File: src/rtl/vga_scan_driver.sv
// VGA raster timing generator: a pixel-tick divider drives h/v scan counters, and
// one registered output stage turns the pixel source's colour into DAC/sync signals.
module vga_scan_driver #(
  parameter int CLK_DIV  = 4,
  parameter int H_ACTIVE = 640,
  parameter int H_FP     = 16,
  parameter int H_SYNC   = 96,
  parameter int H_BP     = 48,
  parameter int V_ACTIVE = 480,
  parameter int V_FP     = 10,
  parameter int V_SYNC   = 2,
  parameter int V_BP     = 33
) (
  input  logic               clk,
  input  logic               reset,
  input  logic [11:0]        color,
  output logic signed [15:0] pix_x,
  output logic signed [15:0] pix_y,
  output logic [3:0]         vga_r,
  output logic [3:0]         vga_g,
  output logic [3:0]         vga_b,
  output logic               hsync,
  output logic               vsync,
  output logic               de,
  output logic               frame_start
);

  localparam int H_TOTAL  = H_ACTIVE + H_FP + H_SYNC + H_BP;
  localparam int V_TOTAL  = V_ACTIVE + V_FP + V_SYNC + V_BP;
  localparam int DW       = $clog2(CLK_DIV);

  localparam logic [DW-1:0] DIV_LAST = DW'(CLK_DIV - 1);
  localparam logic [15:0]   H_LAST   = 16'(H_TOTAL - 1);
  localparam logic [15:0]   V_LAST   = 16'(V_TOTAL - 1);
  localparam logic [15:0]   H_ACT    = 16'(H_ACTIVE);
  localparam logic [15:0]   V_ACT    = 16'(V_ACTIVE);
  localparam logic [15:0]   HS_BEGIN = 16'(H_ACTIVE + H_FP);
  localparam logic [15:0]   HS_END   = 16'(H_ACTIVE + H_FP + H_SYNC);
  localparam logic [15:0]   VS_BEGIN = 16'(V_ACTIVE + V_FP);
  localparam logic [15:0]   VS_END   = 16'(V_ACTIVE + V_FP + V_SYNC);

  logic [DW-1:0] r_div;
  logic [15:0]   r_h;
  logic [15:0]   r_v;
  logic [11:0]   r_rgb;
  logic          r_de;
  logic          r_hsync;
  logic          r_vsync;
  logic          r_frame_start;

  logic w_tick;
  logic w_h_wrap;
  logic w_v_wrap;
  logic w_active;
  logic w_hsync;
  logic w_vsync;

  assign w_tick   = (r_div == DIV_LAST);
  assign w_h_wrap = (r_h == H_LAST);
  assign w_v_wrap = (r_v == V_LAST);
  assign w_active = (r_h < H_ACT) && (r_v < V_ACT);
  assign w_hsync  = !((r_h >= HS_BEGIN) && (r_h < HS_END));
  assign w_vsync  = !((r_v >= VS_BEGIN) && (r_v < VS_END));

  always_ff @(posedge clk or negedge reset) begin
    if (!reset) begin
      r_div <= '0;
    end else if (w_tick) begin
      r_div <= '0;
    end else begin
      r_div <= r_div + 1'b1;
    end
  end

  // v only moves on the tick that wraps h, so both land on 0 at the same edge.
  always_ff @(posedge clk or negedge reset) begin
    if (!reset) begin
      r_h <= '0;
      r_v <= '0;
    end else if (w_tick) begin
      if (w_h_wrap) begin
        r_h <= '0;
        r_v <= w_v_wrap ? '0 : r_v + 16'd1;
      end else begin
        r_h <= r_h + 16'd1;
      end
    end
  end

  // Output stage samples the counters from before the tick, giving one pixel of latency.
  always_ff @(posedge clk or negedge reset) begin
    if (!reset) begin
      r_rgb   <= '0;
      r_de    <= 1'b0;
      r_hsync <= 1'b1;
      r_vsync <= 1'b1;
    end else if (w_tick) begin
      r_rgb   <= w_active ? color : 12'h000;
      r_de    <= w_active;
      r_hsync <= w_hsync;
      r_vsync <= w_vsync;
    end
  end

  always_ff @(posedge clk or negedge reset) begin
    if (!reset) begin
      r_frame_start <= 1'b0;
    end else begin
      r_frame_start <= w_tick && w_h_wrap && w_v_wrap;
    end
  end

  assign pix_x       = $signed(r_h);
  assign pix_y       = $signed(r_v);
  assign vga_r       = r_rgb[11:8];
  assign vga_g       = r_rgb[7:4];
  assign vga_b       = r_rgb[3:0];
  assign de          = r_de;
  assign hsync       = r_hsync;
  assign vsync       = r_vsync;
  assign frame_start = r_frame_start;

endmodule

File: config.mk
export PLATFORM = sky130hd
export DESIGN_NAME = vga_scan_driver
export DESIGN_NICKNAME = d
export VERILOG_FILES = /design/src/rtl/vga_scan_driver.sv
export SDC_FILE = /design/constraint.sdc
export NUM_CORES = 1
export LEC_CHECK = 0
export ABC_CLOCK_PERIOD_IN_PS = 2370
export CAP_MARGIN = 20
export CELL_PAD_IN_SITES_DETAIL_PLACEMENT = 1
export CELL_PAD_IN_SITES_GLOBAL_PLACEMENT = 1
export CORE_UTILIZATION = 37
export DETAILED_ROUTE_END_ITERATION = 10
export PLACE_DENSITY = 0.86
export SYNTH_ARGS = -nofsm -noshare
export SYNTH_HDL_FRONTEND = slang
export SYNTH_SLANG_ARGS = --single-unit
export TNS_END_PERCENT = 20
File: constraint.sdc
create_clock -name clk -period 2.37 [get_ports clk]
set_input_delay 0.3555 -clock clk [delete_from_list [all_inputs] [get_ports clk]]
set_output_delay 0.3555 -clock clk [all_outputs]
set_load 0.01 [all_outputs]
**Word-level counts from Yosys, hierarchy flattened**

Index checks and enable logic that the tools add are counted.

- Add/subtract/negate cells: 3
- Order comparisons: 6
- Equal/unequal tests: 3
- Multiplexer cells: 4
- Reductions and logical operators: 8

Operators with widths:

| kind | count |
|---|---|
| $add A16 B1 Y16 const B | 2 |
| $eq A16 B10 Y1 const B | 2 |
| $lt A16 B10 Y1 const B | 2 |
| $lt A16 B9 Y1 const B | 2 |
| $mux W16 | 2 |
| $ge A16 B10 Y1 const B | 1 |
| $ge A16 B9 Y1 const B | 1 |
| $mux W12 | 1 |
| $logic_and A1 B1 Y1 | 5 |
| $add A2 B1 Y2 const B | 1 |
| $eq A2 B2 Y1 const B | 1 |
| $logic_not A1 Y1 | 2 |
| $mux W2 | 1 |
| $reduce_and A2 Y1 | 1 |

- Register bits after elaboration: 50
- Output and inout bits: 48
- Word-level logic and storage cells: 32

**Depth between registers and ports, before layout**

Gate-level depths: netlist (run 1).

- Depth after elaboration: 3
- Depth in mapped cells: 8
- Gate-level depth less buffers: 6

**Worst setup path after synthesis (run 1)**

No wires, ideal clock.

- Kind: flip-flop to flip-flop
- From: register r_h[15] (netlist: pix_x[15])
- To: register r_v[10] (netlist: pix_y[10])
- Library setup time: 83 ps
- Arrival: 2169 ps
- Data required time: 2287 ps
- Path slack: 119 ps
- Stages on the path, launching flop included: 6
- Buffers on the path: 1
- Clock period less this slack: 2251 ps
- Path through: dfrtp_1 -> or4_1 -> or4_1 -> buf_2 -> or4b_1 -> o21ai_0

- Cells in the longest elaborated chain, start to end: 2

Ends and longest elaborated chain:

| item | RTL line | source |
|---|---|---|
| start, declared | 43 | `logic [15:0] r_h;` |
| start signal, assigned | 85 | `r_h <= r_h + 16'd1;` |
| $eq A16 B10 Y1 | 59 | `assign w_h_wrap = (r_h == H_LAST);` |
| $reduce_and A2 Y1 (no line) | -- |  |
| end signal, assigned | 83 | `r_v <= w_v_wrap ? '0 : r_v + 16'd1;` |
| end, declared | 44 | `logic [15:0] r_v;` |

No other way between the ends.
A chain may end at the register's enable or synchronous reset.

**Final worst setup path (run 1)**

- From: register r_h[10] (netlist: pix_x[10])
- To: register r_v[9] (netlist: pix_y[9])

Same word-level chain as after synthesis.

==> flow_summary.toml, run 1 <==
[die]
dieWidth_um = 82.1
die_h_um = 82.1
io_pins = 62
core_area_mm2 = 0.00606
rows = 28
initial_core_util_pct = 39.1
die_area_mm2 = 0.00674

[grt]
grt_pass1_wl_mm = 11.0
overflow = 0
grt_start_max_net_pins = 32
antenna_found_initial = 0
grt_pass1_vias = 2167
grt_usage_pct = 22.0

[pwr]
leakage_nw = 1.44
irDropWorstVdd_mv = 0.303
power_density_mw_per_mm2 = 497

[timing]
drv_slew = 0
max-slew-margin-rel_pct = 53.4
fmax_mhz = 449
hold_viol_final = 0
setup_tns_ns = 0
finalSetupViolations = 0
hold_slack_ns = 0.494
fin_ws_ns = 0.141
period_share_pct = 94.0
skew_ns = 0.00430
worst_pin_slew_ns = 0.693
min_period_ns = 2.23
rsz0062_at_grt = "no"

[synth]
ys_ff_latch = 50
synth_nets = 253
syn_area_mm2 = 0.00237
synth_cells = 234
yosysWarnings = 0
avgSynthCellArea_um2 = 10.1
synth_cell_types = 35
ys_seq_area_share_pct = 52.8

[flow_run]
maxCapViolations = 0

[critical_path]
critPathKind = "flip-flop to flip-flop"
required_ns = 2.61
crit_path_max_incr_delay_ns = 0.60
end_kind = "flip-flop"
path_delay_family = "simple AND/OR/NAND/NOR gates"
crit_buf_inv = 1
critPathLaunchType = "flip-flop"
slowest_stage = "or4_4"
cp.arrival_ns = 2.47
crit_path_max_fanout = 10
path_cells = "or4bb_1, or4_4, buf_4, o31ai_1, a21boi_1"

[run_status]
status = "complete, no violations"

[finish]
antenna_cells = 0
layout.cells.non_filler = 396
drive_gt1_share_pct = 12.5
post-route-util_pct = 55.8
syn_to_final_growth_pct = 42.6
finalNetCount = 339
n_fill_cell = 692

[cts]
cts_sinks = 50
cts_buffers = 5
clkLatencyLatePin_ns = 0.31
cts_root_buffer = "clkbuf_8"
clk_pin_slew_ns = 0.10
clk_path_buf_depth = 2
cts_tree = "yes"
htree_levels = 2

[route]
totalWireLength_mm = 6.83
wl_per_cell_um = 17.2
viasPerCell = 5.44
firstDrtPassIters = 4
drc = 0
vias = 2156
antenna_left = 0
drtIter0Drc = 73

[placed_design]
gp_congestion = 0.840
dp_slack_ns = -0.0501
io_buffers = 61
hpwl_mm = 5.02
placed_cells = 385

[worst_hold_path]
hold_class = "flip-flop to flip-flop"
final timing paths:
kind                                  startpoint                    to  slack (ns)  cells past startpoint
setup / recovery           pix_x[10]$_DFFE_PN0P_  pix_y[9]$_DFFE_PN0P_        0.14                      5
hold / removal                 hsync$_DFFE_PN1P_     hsync$_DFFE_PN1P_        0.49                      2
setup reg to reg           pix_x[10]$_DFFE_PN0P_  pix_y[9]$_DFFE_PN0P_        0.14                      5
hold reg to reg                hsync$_DFFE_PN1P_     hsync$_DFFE_PN1P_        0.49                      2
max in group asynchronous                  reset     vsync$_DFFE_PN1P_        1.04                      3
min in group asynchronous                  reset  pix_y[6]$_DFFE_PN0P_        0.53                      2
placed cells by master, fill, tap and decap left out, types with 4 or more instances in the layout:
cell and count:
nand3_1 15, ha_1 5, xnor2_1 11, or4b_1 4
xor2_1 7, nor4_1 8, and4_1 4, a22o_1 12
and3_1 4, nor3_1 8, inv_1 14, buf_4 26
a21oi_1 8, nor2_1 13, clkdlybuf4s50_1 60, o21ai_0 10
nand2b_1 4, nand2_1 18, dfrtp_1 48, nand4_1 9
clkbuf_8 5, o22ai_1 4
kinds of logic after synthesis:
| kind of cell | after synthesis | share of synthesized area, % |
|---|---|---|
| buf+inv | 24 | 3.85 |
| simple gates | 97 | 22.7 |
| compound gates | 40 | 11.3 |
| flops | 50 | 52.8 |
| xor+xnor | 18 | 6.65 |
| fa+ha+maj | 5 | 2.64 |
layer usage:
metal | global-route usage (%) | share of wire, % | vias up | routed length, um
met5 | 0 | 0 | - | 0
met4 | 7.02 | 0.75 | 0 | 51
met3 | 3.78 | 3.3 | 5 | 227
met2 | 35.3 | 49 | 51 | 3350
met1 | 30.0 | 47 | 1086 | 3200
li1 | - | - | 1014 | -
power breakdown:
group          internal, mW  switching (mW)
logic                0.0457          0.0324
clock network         0.423           0.310
registers             0.863         0.00638
total                  1.33           0.348
synth_stat cells:
cell	instances	area share, %
a21boi_0	1	0.32
a21o_1	1	0.32
a21oi_1	8	1.7
a22o_1	12	4.4
a41oi_1	1	0.37
and2_1	2	0.53
and3_1	4	1.1
and4_1	4	1.5
and4b_1	1	0.42
buf_2	1	0.21
clkbuf_1	8	1.3
clkinv_1	1	0.16
dfrtp_1	48	51
dfstp_2	2	2.2
ha_1	5	2.6
inv_1	14	2.2
nand2_1	18	2.8
nand2b_1	4	1.1
nand3_1	15	3.2
nand4_1	9	2.4
nor2_1	13	2.1
nor2b_1	1	0.26
nor3_1	8	1.7
nor4_1	8	2.1
nor4b_1	1	0.37
o21ai_0	10	2.1
o22ai_1	4	1.1
o2bb2ai_1	1	0.37
o31ai_1	2	0.63
or2_2	2	0.53
or4_1	2	0.63
or4b_1	4	1.7
or4bb_1	1	0.47
xnor2_1	11	4.1
xor2_1	7	2.6
sequential cells by signal, summed over array words and instances, names as in the netlist:
register and flops:
hsync 1, pix_x 16, de 1, frame_start 1, r_rgb 12, r_div 2
vsync 1, pix_y 16
cell type report:
type / instances / area, um2 / share of cell area [%]
Sequential cell: 50 / 1250 / 37.1
Multi-Input combinational cell: 160 / 1030 / 30.5
Clock buffer: 5 / 68.8 / 2.03
Clock inverter: 3 / 68.8 / 2.03
Timing Repair Buffer: 88 / 811 / 24.0
Tap cell: 75 / 93.8 / 2.77
Inverter: 15 / 56.3 / 1.66
stage by stage:
stage	power [mW]	instance area (um2)
2_1_floorplan	0.901	2370
3_3_place_gp	0.962	3220
3_5_place_dp	0.965	3220
4_1_cts	1.69	3370
5_1_grt	1.73	3380
6_report	1.68	3380
timing repair:
item,in CTS,in global routing
hold endpoints to repair,12,0
setup endpoints to repair,4,1
pin swaps,0,1
resized for setup,1,1
setup buffers,0,2
hold buffers,1,0
worst min-delay path, delay by kind of cell (launching register included):
family	cells	cell delay [ns]
AOI/OAI and AO/OA	1	0.05
and+or+nand+nor	1	0.07
DFF	1	0.38
Power figures use the tool's default switching activity.
==> run 2, diff against run 1 <==
--- a/config.mk
+++ b/config.mk
@@ -5,7 +5,6 @@
 export SDC_FILE = /design/constraint.sdc
 export NUM_CORES = 1
 export LEC_CHECK = 0
-export ABC_CLOCK_PERIOD_IN_PS = 2370
 export CAP_MARGIN = 20
 export CELL_PAD_IN_SITES_DETAIL_PLACEMENT = 1
 export CELL_PAD_IN_SITES_GLOBAL_PLACEMENT = 1
@@ -15,4 +14,4 @@
 export SYNTH_ARGS = -nofsm -noshare
 export SYNTH_HDL_FRONTEND = slang
 export SYNTH_SLANG_ARGS = --single-unit
-export TNS_END_PERCENT = 20
+export TNS_END_PERCENT = 100
==> results of run 2 <==
The final DEF is identical to that of run 1; final timing and power are the same.
